[config.mk]
export PLATFORM = sky130hd
export DESIGN_NAME = bounce_generator
export DESIGN_NICKNAME = d
export VERILOG_FILES = /design/src/rtl/bounce_generator.sv
export SDC_FILE = /design/constraint.sdc
export NUM_CORES = 1
export LEC_CHECK = 0
export CAP_MARGIN = 20
export CORE_AREA = 2 2 59 61
export DETAILED_ROUTE_END_ITERATION = 16
export DIE_AREA = 0 0 61 63
export PLACE_DENSITY = 0.74
export SLEW_MARGIN = 10
export SYNTH_ARGS = -nofsm -noshare
export SYNTH_HDL_FRONTEND = slang
export SYNTH_SLANG_ARGS = --single-unit
[constraint.sdc]
create_clock -name clk -period 2.3 [get_ports clk]
set_clock_uncertainty 0.15 [all_clocks]
set_input_delay 0.575 -clock clk [delete_from_list [all_inputs] [get_ports clk]]
set_output_delay 0.575 -clock clk [all_outputs]
set_load 0.03 [all_outputs]
[src/rtl/bounce_generator.sv]
// Push-button bounce emulator: turns a clean level into a bouncy one.
// Each accepted change emits an LFSR-driven toggle burst, then a settle window.
module bounce_generator #(
    parameter int unsigned BOUNCE_CYCLES = 16,
    parameter int unsigned SETTLE_CYCLES = 8,
    parameter logic [7:0]  LFSR_SEED     = 8'hA5
) (
    input  logic       clk,
    input  logic       clr,
    input  logic       en_bounce,
    input  logic       boton_ideal,
    output logic       boton_rebote,
    output logic       busy,
    output logic [7:0] edges_emitted
);

    // An all-zero seed would lock the LFSR, so it is promoted to 01.
    localparam logic [7:0] SEED =
        (LFSR_SEED == 8'h00) ? 8'h01 : LFSR_SEED;
    localparam logic [7:0] LFSR_MASK   = 8'hB8;
    localparam logic [7:0] BOUNCE_LOAD = 8'(BOUNCE_CYCLES - 1);
    localparam logic [7:0] SETTLE_LOAD = 8'(SETTLE_CYCLES - 1);

    typedef enum logic [1:0] {
        IDLE,
        BOUNCE,
        SETTLE
    } state_t;

    state_t     state_q;
    state_t     state_d;
    logic       level_q;
    logic       level_d;
    logic       target_q;
    logic       target_d;
    logic [7:0] cnt_q;
    logic [7:0] cnt_d;
    logic [7:0] lfsr_q;
    logic [7:0] lfsr_d;
    logic       rebote_q;
    logic       rebote_d;
    logic       busy_q;
    logic       busy_d;
    logic [7:0] edges_q;
    logic [7:0] edges_d;

    function automatic logic [7:0] sat_inc(input logic [7:0] v);
        return (v == 8'hFF) ? v : v + 8'd1;
    endfunction

    function automatic logic [7:0] lfsr_step(input logic [7:0] v);
        return v[0] ? ((v >> 1) ^ LFSR_MASK) : (v >> 1);
    endfunction

    // State and datapath registers; clr wins over every other update.
    always_ff @(posedge clk) begin
        if (clr) begin
            state_q  <= IDLE;
            level_q  <= 1'b0;
            target_q <= 1'b0;
            cnt_q    <= 8'd0;
            lfsr_q   <= SEED;
            rebote_q <= 1'b0;
            busy_q   <= 1'b0;
            edges_q  <= 8'd0;
        end else begin
            state_q  <= state_d;
            level_q  <= level_d;
            target_q <= target_d;
            cnt_q    <= cnt_d;
            lfsr_q   <= lfsr_d;
            rebote_q <= rebote_d;
            busy_q   <= busy_d;
            edges_q  <= edges_d;
        end
    end

    // Next-state logic: accept changes in IDLE, toggle in BOUNCE, hold in SETTLE.
    always_comb begin
        state_d  = state_q;
        level_d  = level_q;
        target_d = target_q;
        cnt_d    = cnt_q;
        lfsr_d   = lfsr_step(lfsr_q);
        rebote_d = rebote_q;
        busy_d   = busy_q;
        edges_d  = edges_q;

        unique case (state_q)
            IDLE: begin
                if (boton_ideal != level_q) begin
                    if (en_bounce) begin
                        target_d = boton_ideal;
                        rebote_d = boton_ideal;
                        edges_d  = 8'd1;
                        busy_d   = 1'b1;
                        cnt_d    = BOUNCE_LOAD;
                        state_d  = BOUNCE;
                    end else begin
                        level_d  = boton_ideal;
                        rebote_d = boton_ideal;
                    end
                end
            end
            BOUNCE: begin
                if (cnt_q == 8'd0) begin
                    rebote_d = target_q;
                    if (rebote_q != target_q) begin
                        edges_d = sat_inc(edges_q);
                    end
                    cnt_d   = SETTLE_LOAD;
                    state_d = SETTLE;
                end else begin
                    cnt_d = cnt_q - 8'd1;
                    if (lfsr_q[0]) begin
                        rebote_d = ~rebote_q;
                        edges_d  = sat_inc(edges_q);
                    end
                end
            end
            SETTLE: begin
                rebote_d = target_q;
                if (cnt_q == 8'd0) begin
                    level_d = target_q;
                    busy_d  = 1'b0;
                    state_d = IDLE;
                end else begin
                    cnt_d = cnt_q - 8'd1;
                end
            end
            default: begin
                state_d = IDLE;
            end
        endcase
    end

    assign boton_rebote  = rebote_q;
    assign busy          = busy_q;
    assign edges_emitted = edges_q;

endmodule

==> impl_metrics.tcl <==
set metrics [dict create \
    drv_slew 0 \
    synthFlopType "dfxtp_1" \
    insertion_delay_ps 330 \
    postPlaceCellArea_sq_um 1970 \
    start_kind "register" \
    num_vias 1563 \
    fin_crit_ps 2230 \
    power_density_nw_per_um2 820 \
    fp.dieW_um 61 \
    area_growth_pct 22.2 \
    worstPathBufferInverterCount 1 \
    track_usage 0.207 \
    overflow 0 \
    vdd_ir_drop_max_mv 0.392 \
    final_area_sq_um 2080 \
    antenna_left 0 \
    nets 236 \
    period_share 0.971 \
    end_kind "output pin" \
    hpwl_mm 2.75 \
    postCtsHoldBufs 0 \
    syn_area_per_cell_sq_um 8.67 \
    synthTopCellsByCount "dfxtp_1, nand2_1, nor2_1" \
    initial_utilization 0.526 \
    gp_congestion 0.844 \
    grt_pass1_wl_mm 6.11 \
    drt-vias-per-instance 5.75 \
    wl_mm 3.64 \
    drt_pass1_iterations 4 \
    syn-num-nets 206 \
    synth.yosys.warnings 0 \
    synth.most_common_cell "dfxtp_1" \
    htreeDepth 2 \
    cts.sink_count 30 \
    async_reset_ff_frac 0 \
    antenna_found_initial 0 \
    drive_above_1_share 0.199 \
    dp.cells 264 \
    outcome "finished clean" \
    crit_chain "clkdlybuf4s50_1" \
    io_pins 14 \
    die_h_um 63 \
    required_ps 1570 \
    power.leakage_nw 0.770 \
    clockRootBuffer "clkbuf_4" \
    synth_cells 196 \
    rows 21 \
    critical-path-top-delay-family "buffers and inverters" \
    stdcell_count 272 \
    avgRoutedWirePerCell_um 13.4 \
    clk_pin_slew_ps 100 \
    slowest_stage "clkdlybuf4s50_1" \
    yosysTopAreaCell "dfxtp_1" \
    cts_tree "built" \
    yosys.area.top_type_share 0.353 \
    cpPeakStageDelay_ps 720 \
    fmax_ghz 0.448 \
    die_area_sq_um 3840 \
    drc 0 \
    final_core_util 0.642 \
    crit_fanout 7 \
    coreArea_sq_um 3230 \
    setup_violations 0 \
    worst_pin_slew_ps 474 \
    synth_area_leaders "dfxtp_1, a21oi_1, ha_1, xnor2_1, nand2_1" \
    clockBufferDepth 2 \
    synth-edff-count 0 \
    drt-initial-drc-count 125 \
    max-slew-margin-rel 0.676 \
    grt_max_degree 16 \
    hold_path.class "register to register" \
    grt_pass1_vias 1424 \
    arrival_ps 1510 \
    netlist_area_sq_um 1700 \
    drv_cap 0 \
    path_class "register to output pin" \
    io_buffers 13 \
    diodes 0 \
    synth_cell_types 56 \
    synth_sequential_area_ratio 0.353 \
    synth_seq_cells 30 \
    numCtsBuffers 5 \
    hold_violations 0 \
]
area by class of cell:
| class | instances | area, sq um |
|---|---|---|
| fillers | 277 | 1160 |
| multi-input cells | 149 | 1040 |
| flip-flops and latches | 30 | 601 |
| repair buffers | 31 | 265 |
| well taps | 46 | 57.6 |
| clock buffers | 6 | 51.3 |
| inverters | 9 | 33.8 |
| clock inverters | 1 | 30.0 |
routing by layer:
metal,wire (um),vias to the layer above,GRT usage
li1,-,774,-
met1,1690,741,0.268
met2,1750,38,0.327
met3,135,10,0.0435
met4,67,0,0.0870
met5,0,-,0
final timing paths:
check                         from          endpoint  slack [ps]  cells after the start
setup / recovery  edges_emitted[2]  edges_emitted[2]          70                      1
hold / removal           lfsr_q[3]         lfsr_q[2]         260                      1
setup reg to reg        state_q[1]  edges_emitted[3]         110                      7
hold reg to reg          lfsr_q[3]         lfsr_q[2]         260                      1
state kept, by name, summed over array words and instances (netlist names):
signal / count
level_q: 1
edges_emitted: 8
boton_rebote: 1
lfsr_q: 8
target_q: 1
state_q: 2
cnt_q: 8
busy: 1
cell usage in the layout, fill, tap and decap left out, types with 5 or more instances in the layout:
master,n
nand2_1,18
nand3_1,5
xnor2_1,8
ha_1,5
or2_2,6
dfxtp_1,30
clkbuf_4,5
inv_1,8
a21oi_1,15
nor2_1,17
a211oi_1,5
clkdlybuf4s50_1,13
buf_4,18
power breakdown:
group	total (W)	switching (W)	internal (W)
logic	0.000624	0.000338	0.000286
registers	0.000641	0.0000649	0.000577
clock network	0.000437	0.000185	0.000253
total	0.00170	0.000588	0.00112
timing repair:
| item | 4_1_cts | 5_1_grt |
|---|---|---|
| setup endpoints to repair | 0 | 15 |
| resized for setup | 0 | 4 |
| buffers inserted | 0 | 1 |
cell families (layout without fill, tap and decap cells):
logic type,count (synthesis),count (layout),share of synthesized area
AO/OA/AOI/OAI,53,53,0.225
XOR/XNOR,9,9,0.0508
adder cells (fa/ha/maj),6,6,0.0442
buffers and inverters,17,47,0.0471
flip-flops,30,30,0.353
multiplexers,4,4,0.0236
AND/OR/NAND/NOR,77,77,0.256
stage by stage:
step | setup slack, ps | hold WS [ps] | power [W] | setup TNS (ps)
CTS | 37.5 | 269 | 0.00167 | 0
finish | 66.8 | 265 | 0.00170 | 0
floorplan | 268 | 239 | 0.00106 | 0
detailed placement | -281 | 248 | 0.00124 | -3080
global route | -26.2 | 284 | 0.00180 | -26.2
global placement | -245 | 249 | 0.00122 | -2510
No activity file was read; power rests on OpenSTA's default activity.
==> variant: new RTL, config.mk and constraints unchanged <==
Register the output `edges_emitted` once more, without a reset; this adds one clock of latency there. The other outputs are not delayed to match.
--- a/src/rtl/bounce_generator.sv
+++ b/src/rtl/bounce_generator.sv
@@ -138,3 +138,5 @@
     assign busy          = busy_q;
-    assign edges_emitted = edges_q;
+    always_ff @(posedge clk) begin
+        edges_emitted <= edges_q;
+    end
 
Behaviour: not the same (a bounded check fails within 4 cycles, from zero or initial values).
==> variant against the original RTL <==
- maximum frequency grew 0.87%
- area after synthesis is 5.5% higher
- final area is 2.0% higher
- setup slack better by 0.019 ns
- critical path type is now flop to flop
- sequential cell count grew 8
- global-route usage is 0.077 points higher
- routed wire length decreased by 2.5%
- non-clock buffer count shrank 6
Power is not compared: it rests on default switching activity, and its combinational part moved more than twofold at a synthesized area within 25%.
==> variant: results (changes against the original RTL) <==
| Metric | Value |
|---|---|
| Met1 GRT Util | 26.6% (-0.21 points) |
| Synth cell types | 49 (-13%) |
| Fin crit period | 2.21 ns (-0.0193 ns) |
| Reg clk slew, reported paths | 0.12 ns (+0.02 ns) |
| R2R setup slack | 0.09 ns (-0.02 ns) |
| Area of the multi-input gates | 980 um^2 (-5.5%) |
| Critical Path AT | 2.31 ns (+0.80 ns) |
| Largest net degree at the start of global routing | 17 (+1) |
| Reg2reg path depth | 8 (+1) |
| Met2 wire len | 1740 um (-0.86%) |
| Initial detailed-routing violation count | 83 (-34%) |
| Slowest CP cell | or4b_4 |
| # nets final | 227 (-3.8%) |
| Placed cell areas | 2040 um^2 (+3.5%) |
| Clock latency on the worst-skew pair | 0.35 ns (+0.02 ns) |
| Worst Tran Pin Value | 0.477 ns (+0.00279 ns) |
| Syn Nets | 202 (-1.9%) |
| Vias | 1487 (-4.9%) |
| Final cell count without fillers | 264 (-2.9%) |
| Status | finished clean |
| Seq/total area | 36.0% (+7.1 points) |
| Synthesized instance count | 192 (-2.0%) |
| GRT Util Overall | 20.8% (+0.077 points) |
| Commonest cells in the netlist | dfxtp_1 (38), nor2_1 (17), nand2_1 (10), a21oi_1 (9), inv_1 (9) |
| NonClk Buf Share | 10.4% (-2.4 points) |
| Metal-1 WL | 1630 um (-3.6%) |
| Met3 Use GR | 4.55% (+0.21 points) |
| Met2 usage | 33.3% (+0.67 points) |
| Clk tree area frac | 3.01% (-0.90 points) |
[variant: cell count changes after synthesis, moves of 3 or more]
cell	delta
nand2_1	-8
or4_1	-4
nor4_1	-3
nor3_1	+6
dfxtp_1	+8
a21oi_1	-7
or2_2	-3
a2bb2oi_1	+3
nand2b_1	+4
[variant: logic make-up after synthesis]
kind of cell             count (synthesis)  share of synthesized area, %
adder cells (fa/ha/maj)                  6                          4.19
multiplexers                             4                          2.23
XOR/XNOR                                 9                          4.40
buffers and inverters                   16                          3.77
AND/OR/NAND/NOR                         77                          26.1
AO/OA/AOI/OAI                           42                          16.9
flip-flops                              38                          42.4
[variant: how the worst min path moves through the flow]
stage,endpoint,depth (start not counted),from,slack [ns]
CTS,edges_emitted[4],0,edges_q[4],0.24
detailed placement,edges_emitted[6],0,edges_q[6],0.22
finish,edges_emitted[4],0,edges_q[4],0.24
global placement,edges_emitted[4],0,edges_q[4],0.22
floorplan,edges_emitted[6],0,edges_q[6],0.20
global route,edges_emitted[4],0,edges_q[4],0.27
